--- config.mk ---
export PLATFORM = sky130hd
export DESIGN_NAME = display_scanner
export DESIGN_NICKNAME = d
export VERILOG_FILES = /design/src/rtl/display_pkg.sv /design/src/rtl/hex_to_seg7.sv /design/src/rtl/display_scanner.sv
export SDC_FILE = /design/constraint.sdc
export NUM_CORES = 1
export LEC_CHECK = 0
export CAP_MARGIN = 25
export CELL_PAD_IN_SITES_DETAIL_PLACEMENT = 0
export CELL_PAD_IN_SITES_GLOBAL_PLACEMENT = 1
export CORE_ASPECT_RATIO = 1.25
export CORE_MARGIN = 3
export CORE_UTILIZATION = 40
export DETAILED_ROUTE_END_ITERATION = 8
export MAX_ROUTING_LAYER = met4
export PLACE_DENSITY = 0.81
export REMOVE_ABC_BUFFERS = 1
export SETUP_SLACK_MARGIN = 0.4
export SYNTH_ARGS = -nofsm -noshare
export SYNTH_HDL_FRONTEND = slang
export SYNTH_SLANG_ARGS = --single-unit
export TNS_END_PERCENT = 20
--- constraint.sdc ---
create_clock -name clk -period 2.9 [get_ports clk]
set_clock_uncertainty 0.15 [all_clocks]
set_input_delay 0.58 -clock clk [delete_from_list [all_inputs] [get_ports clk]]
set_output_delay 0.58 -clock clk [all_outputs]
set_load 0.005 [all_outputs]
--- src/rtl/display_pkg.sv ---
// Shared types and constants for the multiplexed 7-segment display scanner.
package display_pkg;

    typedef enum logic {
        BLANK = 1'b0,
        SHOW  = 1'b1
    } scan_state_t;

    // Active-high {g,f,e,d,c,b,a} patterns for hex digits 0..F
    localparam logic [6:0] SEG_TABLE [16] = '{
        7'b0111111, 7'b0000110, 7'b1011011, 7'b1001111,
        7'b1100110, 7'b1101101, 7'b1111101, 7'b0000111,
        7'b1111111, 7'b1101111, 7'b1110111, 7'b1111100,
        7'b0111001, 7'b1011110, 7'b1111001, 7'b1110001
    };

    localparam logic [6:0] SEG_OFF = 7'b0000000;
    localparam logic [3:0] AN_OFF  = 4'b0000;

endpackage

--- src/rtl/hex_to_seg7.sv ---
// Combinational nibble to active-high 7-segment pattern decoder.
module hex_to_seg7
    import display_pkg::*;
(
    input  logic [3:0] nibble,
    output logic [6:0] pattern
);

    assign pattern = SEG_TABLE[nibble];

endmodule

--- src/rtl/display_scanner.sv ---
// Double-buffered 4-digit multiplexed common-anode hex display scanner.
// Optional leading-zero blanking is enabled by defining DISPLAY_LZ_BLANK_EN.
module display_scanner
    import display_pkg::*;
#(
    parameter int REFRESH_DIV    = 50000,
    parameter int BLANK_CYCLES   = 500,
    parameter bit SEG_ACTIVE_LOW = 1'b1,
    parameter bit AN_ACTIVE_LOW  = 1'b1
) (
    input  logic        clk,
    input  logic        rst_n,
    input  logic        clk_enable,
    input  logic [15:0] display_in,
    output logic [6:0]  seg,
    output logic        dp,
    output logic [3:0]  an,
    output logic        frame_done
);

    localparam int             CW       = (REFRESH_DIV > 1) ? $clog2(REFRESH_DIV) : 1;
    localparam logic [CW-1:0]  CNT_LAST = CW'(REFRESH_DIV - 1);
    localparam logic [CW-1:0]  CNT_SHOW = CW'(BLANK_CYCLES);
    localparam logic [6:0]     SEG_INV  = SEG_ACTIVE_LOW ? 7'h7F : 7'h00;
    localparam logic [3:0]     AN_INV   = AN_ACTIVE_LOW ? 4'hF : 4'h0;

    logic [15:0]   pending_reg;
    logic [15:0]   shadow_reg;
    logic [CW-1:0] cnt_reg, cnt_next;
    logic [1:0]    digit_reg, digit_next;
    scan_state_t   state_reg, state_next;
    logic [6:0]    seg_reg, seg_next;
    logic [3:0]    an_reg, an_next;
    logic          cnt_wrap;
    logic          frame_last;
    logic [3:0]    digit_lit;
    logic [6:0]    digit_pattern;

    assign cnt_wrap   = (cnt_reg == CNT_LAST);
    assign frame_last = cnt_wrap && (digit_reg == 2'd3);

    hex_to_seg7 u_hex_to_seg7 (
        .nibble  (shadow_reg[4*digit_reg +: 4]),
        .pattern (digit_pattern)
    );

    genvar gi;
    generate
        for (gi = 0; gi < 4; gi++) begin : g_lit
`ifdef DISPLAY_LZ_BLANK_EN
            if (gi == 0) begin : g_units
                assign digit_lit[gi] = 1'b1;
            end else begin : g_upper
                // Lit only if this nibble or any more significant one is nonzero
                assign digit_lit[gi] = |shadow_reg[15:4*gi];
            end
`else
            assign digit_lit[gi] = 1'b1;
`endif
        end
    endgenerate

    always_comb begin
        cnt_next   = cnt_wrap ? '0 : cnt_reg + 1'b1;
        digit_next = cnt_wrap ? digit_reg + 2'd1 : digit_reg;
        state_next = (cnt_next >= CNT_SHOW) ? SHOW : BLANK;
        seg_next   = SEG_OFF;
        an_next    = AN_OFF;
        if (state_reg == SHOW && digit_lit[digit_reg]) begin
            seg_next = digit_pattern;
            an_next  = 4'b0001 << digit_reg;
        end
    end

    always_ff @(posedge clk or negedge rst_n) begin
        if (!rst_n) begin
            pending_reg <= '0;
            shadow_reg  <= '0;
            cnt_reg     <= '0;
            digit_reg   <= '0;
            state_reg   <= BLANK;
            seg_reg     <= SEG_OFF ^ SEG_INV;
            an_reg      <= AN_OFF ^ AN_INV;
        end else begin
            if (clk_enable) begin
                pending_reg <= display_in;
            end
            // Loads the pre-capture pending value when both happen together
            if (frame_last) begin
                shadow_reg <= pending_reg;
            end
            cnt_reg   <= cnt_next;
            digit_reg <= digit_next;
            state_reg <= state_next;
            seg_reg   <= seg_next ^ SEG_INV;
            an_reg    <= an_next ^ AN_INV;
        end
    end

    assign seg        = seg_reg;
    assign an         = an_reg;
    assign dp         = SEG_ACTIVE_LOW ? 1'b1 : 1'b0;
    assign frame_done = frame_last;

endmodule

==> results of run 1 <==
[Yosys cell counts, types with 2 or more instances]
cell type  count
buf_2          4
o21ai_0        8
nand2b_1       2
mux2i_1        3
or2_2          2
nand2_1       19
nand4b_1       3
nand4_1        4
dfrtp_1       51
dfstp_2       11
and2_1         3
a21o_1         2
ha_1          10
mux2_2        23
a21oi_1        5
o2111ai_1      2
nand3b_1       2
o311ai_0       2
mux4_2         4
clkbuf_1       9
buf_6          2
nor2_1        15
nor4b_1        2
nor2b_1        2
o211ai_1       2
xnor2_1       10
xor2_1         7
and3_1         2
mux2_4         9
inv_1          7
nand3_1        8
nor4_1         2
a211oi_1       2
nor3_1         4
[kinds of logic (layout without fill, tap and decap cells)]
kind of cell    Yosys count  count (layout)
compound gates           29              29
xor+xnor                 17              17
fa+ha+maj                10              10
buf+inv                  24              70
flops                    62              62
mux                      39              39
other cells               1               1
simple gates             74              74
[through the flow]
| stage | hold slack, ns | instance area, µm² | util [%] | power, mW |
|---|---|---|---|---|
| 6_report | 0.1059 | 3725 | 50.33 | 1.719 |
| 3_5_place_dp | 0.3410 | 3478 | 47.00 | 0.9893 |
| 4_1_cts | 0.1214 | 3694 | 49.91 | 1.746 |
| 2_1_floorplan | 0.1344 | 2985 | - | 0.9353 |
| 5_1_grt | 0.1508 | 3725 | 50.33 | 1.801 |
| 3_3_place_gp | 0.3361 | 3478 | 47.00 | 0.9861 |
[routing by layer]
metal,routed length [µm],up-vias
li1,-,979
met1,2371,979
met2,2766,42
met3,195,14
met4,151,0
met5,0,-
[power by group]
group          total, mW  internal (mW)  switching [mW]
registers          0.899          0.888          0.0110
logic             0.0715         0.0430          0.0285
clock network      0.749          0.402           0.347
total               1.72           1.33           0.386
[layout make-up]
cell class | count | area, µm²
multi-input combinational | 170 | 1394
timing repair buffer | 47 | 424.2
clock buffer | 10 | 127.6
inverter | 7 | 26.28
tap | 92 | 115.1
fill | 666 | 3676
clock inverter | 6 | 71.32
sequential | 62 | 1567
[timing repair]
action / in CTS / in global routing
endpoints found under the setup margin: 1 / 1
resized for setup: 6 / 1
buffers inserted: 2 / 4
hold buffers: 0 / 0
pin swaps: 2 / 2
[path summary, 6_finish.rpt]
check | startpoint | to | slack (ns)
min in group clk | cnt_reg[0] | cnt_reg[0] | 0.35
worst max register to register | cnt_reg[0] | state_reg | 0.66
worst min register to register | cnt_reg[0] | cnt_reg[0] | 0.35
max in group asynchronous | rst_n | cnt_reg[12] | 1.76
worst max-delay path | cnt_reg[7] | frame_done | 0.35
worst min-delay path | rst_n | cnt_reg[0] | 0.11
==> impl_metrics.tcl, run 1 <==
set metrics [dict create \
    hold_viol_final 0 \
    wl_mm 5.484 \
    synth.distinct_cells 47 \
    grt_pass1_wl_mm 9.680 \
    dp_hpwl_mm 3.969 \
    netlist.top_cell.by_area "dfrtp_1" \
    crit_required_ns 2.17 \
    synth.ff_latch_count 62 \
    num_io_pins 32 \
    netlist_instances 256 \
    fp.dieH_um 104.0 \
    setup_slack_ns 0.3499 \
    antenna_found_initial 0 \
    synth_edf_count 0 \
    route.detailed.drc 0 \
    syn2layout_area_growth_pct 21.21 \
    cp_max_fo 2 \
    first_pass_iters 4 \
    synth-xor-area-share_pct 4.845 \
    cts_root_buf "clkbuf_8" \
    fin_nets 326 \
    dp.cells 372 \
    syn-cell-area_um2 3073 \
    finalSetupViolCount 0 \
    cts.sinks 62 \
    cts_buffers 9 \
    cp_num_buf_inv 2 \
    ys.warnings.count 0 \
    cp_cell_sequence "or4_4 > nor4_4 > and2b_4 > nand2_4 > inv_2 > buf_6" \
    drt_iter0_markers 79 \
    first_global_vias 2069 \
    start_kind "flop" \
    synth_top_area_share_pct 41.53 \
    cap_violations 0 \
    grt_overflow 0 \
    worstSkewPairLatency_ns 0.33 \
    portBuffers 30 \
    clk_pin_slew_ns 0.07 \
    post-route-period-util_pct 87.94 \
    use_met3_pct 2.456 \
    htreeDepth 3 \
    synthMuxAreaShare_pct 16.73 \
    power_density_nw_per_um2 461.6 \
    crit_family "simple AND/OR/NAND/NOR gates" \
    synth_fa_ha_area_share_pct 4.072 \
    diodes 0 \
    row_count 35 \
    leakage_nw 1.606 \
    slew_headroom_pct 57.50 \
    wl_per_cell_um 13.92 \
    irDropWorstVdd_uv 358.8 \
    setup_tns_ns 0 \
    final_common_cell "dfrtp_1" \
    cp.depth 6 \
    core_um2 7401 \
    met2_usage_pct 22.07 \
    vias 2014 \
    track_usage_pct 14.29 \
    max_stage_delay_ns 0.55 \
    dieArea_um2 8777 \
    critPathArrivalTime_ns 1.82 \
    synth_ff_type "dfrtp_1" \
    final_cell_mix "dfrtp_1, clkdlybuf4s50_1, mux2_2" \
    critPathSlowestCell "or4_4" \
    ys_seq_area_share_pct 50.94 \
    period_minus_slack_ns 2.550 \
    instances_no_fill 394 \
    synth_compound_area_share_pct 6.352 \
    synthArstFlopShare_pct 100.0 \
    synth_area_leaders "dfrtp_1, dfstp_2, mux2_2, mux2_4, ha_1" \
    grt_busiest_layer "met2" \
    grt_max_degree 29 \
    fmax_mhz 392.1 \
    critPathKind "reg2out" \
    end_kind "primary output" \
    die_w_um 84.40 \
    cts_tree "built" \
    synth_top_family_by_area "multiplexers" \
    slew_viol_final 0 \
    hold_class "in2async" \
    worst_slew_pin_slew_ns 0.6316 \
    synth_simple_gate_area_share_pct 13.23 \
    outcome "finished clean" \
    antenna_left 0 \
    start_util_pct 41.52 \
    rr_worst_depth 7 \
    post_route_cells_drive_above_1_share_pct 29.47 \
    place_congestion 0.8114 \
    via_per_inst 5.112 \
    place_ws_ns 0.1465 \
    cts_buffer_depth 2 \
    synth.avg_cell_area_um2 12.00 \
    use_met1_pct 17.35 \
    rsz0062_at_grt "true" \
]
Note: power is estimated with default switching activity, not from simulation.
==> inputs of run 2 (changes only) <==
--- a/config.mk
+++ b/config.mk
@@ -14,8 +14,9 @@
 export DETAILED_ROUTE_END_ITERATION = 8
 export MAX_ROUTING_LAYER = met4
 export PLACE_DENSITY = 0.81
+export RECOVER_POWER = 50
 export REMOVE_ABC_BUFFERS = 1
-export SETUP_SLACK_MARGIN = 0.4
+export SETUP_SLACK_MARGIN = 0.3
 export SYNTH_ARGS = -nofsm -noshare
 export SYNTH_HDL_FRONTEND = slang
 export SYNTH_SLANG_ARGS = --single-unit
==> run 2 against run 1 <==
  * The run now ends with capacitance limit left
  * Cell count unchanged
  * Non-clock buffer count unchanged
  * Design area decreased by 0.30%
  * Critical path type unchanged
  * Largest power group unchanged
==> impl_metrics.tcl, run 2 (synthesized netlist as in run 1, its figures left out) <==
set metrics [dict create \
    htreeDepth 3 \
    seqPwrFrac_pct 52.3 \
    pwr-share-comb_pct 4.1 \
    core_um2 7401 \
    critPathArrivalTime_ns 1.82 \
    vias 2011 \
    dieArea_um2 8777 \
    grt_max_degree 29 \
    place_ws_ns 0.1465 \
    route.detailed.drc 0 \
    finalSetupViolCount 0 \
    cts_buffers 9 \
    wl_mm 5.495 \
    cts_tree "built" \
    hold_viol_final 0 \
    r2r_end "seg[2]" \
    die_w_um 84.40 \
    max_stage_delay_ns 0.55 \
    cp.depth 6 \
    grt_overflow 0 \
    setup_slack_ns 0.3498 \
    start_util_pct 41.52 \
    clk_pin_slew_ns 0.07 \
    antenna_found_initial 0 \
    dp_hpwl_mm 3.969 \
    diodes 0 \
    p_int_mw 1.332 \
    instances_no_fill 394 \
    syn2layout_area_growth_pct 20.85 \
    row_count 35 \
    post_route_cells_drive_above_1_share_pct 28.48 \
    first_global_vias 2069 \
    hold_slack_ns 0.3547 \
    grt_pass1_wl_mm 9.680 \
    postCtsHoldBufs 0 \
    critPathSlowestCell "or4_4" \
    clkPwrFrac_pct 43.6 \
    period_minus_slack_ns 2.550 \
    switchingPower_mw 0.3857 \
    cp_cell_sequence "or4_4 > nor4_4 > and2b_4 > nand2_4 > inv_2 > buf_6" \
    outcome "complete, but fails checks" \
    slew_viol_final 0 \
    antenna_left 0 \
    setup_tns_ns 0 \
    portBuffers 30 \
    p_total_mw 1.718 \
    cts_root_buf "clkbuf_8" \
    rr_worst_depth 5 \
    fin_util_pct 50.18 \
    dp.cells 372 \
    hold_class "reg2reg" \
    cp_num_buf_inv 2 \
    post-route-period-util_pct 87.94 \
    final_common_cell "dfrtp_1" \
    startpoint "cnt_reg[7]" \
    drt_iter0_markers 79 \
    wl_per_cell_um 13.95 \
    placed_cell_area_um2 3478 \
    fp.dieH_um 104.0 \
    rsz0062_at_grt "true" \
    first_pass_iters 4 \
    worst_slew_pin_slew_ns 1.491 \
    end_kind "primary output" \
    cts_buffer_depth 2 \
    r2r_start "digit_reg[0]" \
    via_per_inst 5.104 \
    crit_required_ns 2.17 \
    critPathKind "reg2out" \
    leakage_nw 1.595 \
    cp_max_fo 2 \
    num_io_pins 32 \
    cap_violations 1 \
    stdcell_area_um2 3714 \
    worstSkewPairLatency_ns 0.34 \
    start_kind "flop" \
    crit_end "frame_done" \
    track_usage_pct 14.29 \
    final_cell_mix "dfrtp_1, clkdlybuf4s50_1, mux2_2" \
    power_density_nw_per_um2 462.5 \
    fin_nets 326 \
    switching_share_pct 22.46 \
    place_congestion 0.8114 \
    fmax_mhz 392.1 \
    crit_family "simple AND/OR/NAND/NOR gates" \
    reg2reg_slack_ns 0.66 \
    cts.sinks 62 \
    slew_headroom_pct 0.5794 \
    violations "capacitance limit" \
    irDropWorstVdd_uv 358.8 \
]
[run 2: cell count changes in the layout (fill, tap and decap cells not counted), sizes merged]
cell	delta
buf	-4
clkbuf	+4
[run 2: area by class of cell]
class | instances | area (µm²)
inverter | 7 | 26.28
sequential | 62 | 1567
fill | 668 | 3687
clock buffer | 10 | 127.6
tap | 92 | 115.1
clock inverter | 6 | 71.32
multi-input combinational | 170 | 1394
timing repair buffer | 47 | 412.9
[run 2: timing repair]
item                       4_1_cts  5_1_grt
setup buffers                    2        4
pin swaps                        2        2
setup endpoints to repair        1        1
gates resized for setup          6        1
[run 2: layer usage]
metal / vias up / GRT usage (%) / part of all wire [%]
met5: - / - / 0
met4: 0 / 8.824 / 2.8
met3: 14 / 2.456 / 3.1
met2: 39 / 22.07 / 51
met1: 979 / 17.35 / 43
li1: 979 / - / -
[run 2: worst min path at each step]
stage	from	endpoint	depth (start not counted)
final	cnt_reg[0]	cnt_reg[0]	1
after global routing	pending_reg[14]	shadow_reg[14]	1
after CTS	rst_n	cnt_reg[0]	1
after detailed placement	pending_reg[9]	shadow_reg[9]	1
after global placement	shadow_reg[4]	shadow_reg[4]	1
after floorplan	rst_n	cnt_reg[0]	0
[run 2: worst register-to-register path, cell delays in order (launching register included)]
cell and delay [ns]:
dfrtp_1 0.58, mux4_2 0.63, inv_1 0.14, ha_1 0.22, inv_1 0.05, o311ai_0 0.35
[run 2: power groups by stage]
| stage | sequential [mW] | combinational, mW | clock, mW |
|---|---|---|---|
| 2_1_floorplan | 0.911 | 0.0243 | 0 |
| 3_3_place_gp | 0.914 | 0.0720 | 0 |
| 3_5_place_dp | 0.915 | 0.0744 | 0 |
| 4_1_cts | 0.899 | 0.0742 | 0.773 |
| 5_1_grt | 0.901 | 0.0790 | 0.820 |
| 6_report | 0.899 | 0.0703 | 0.749 |
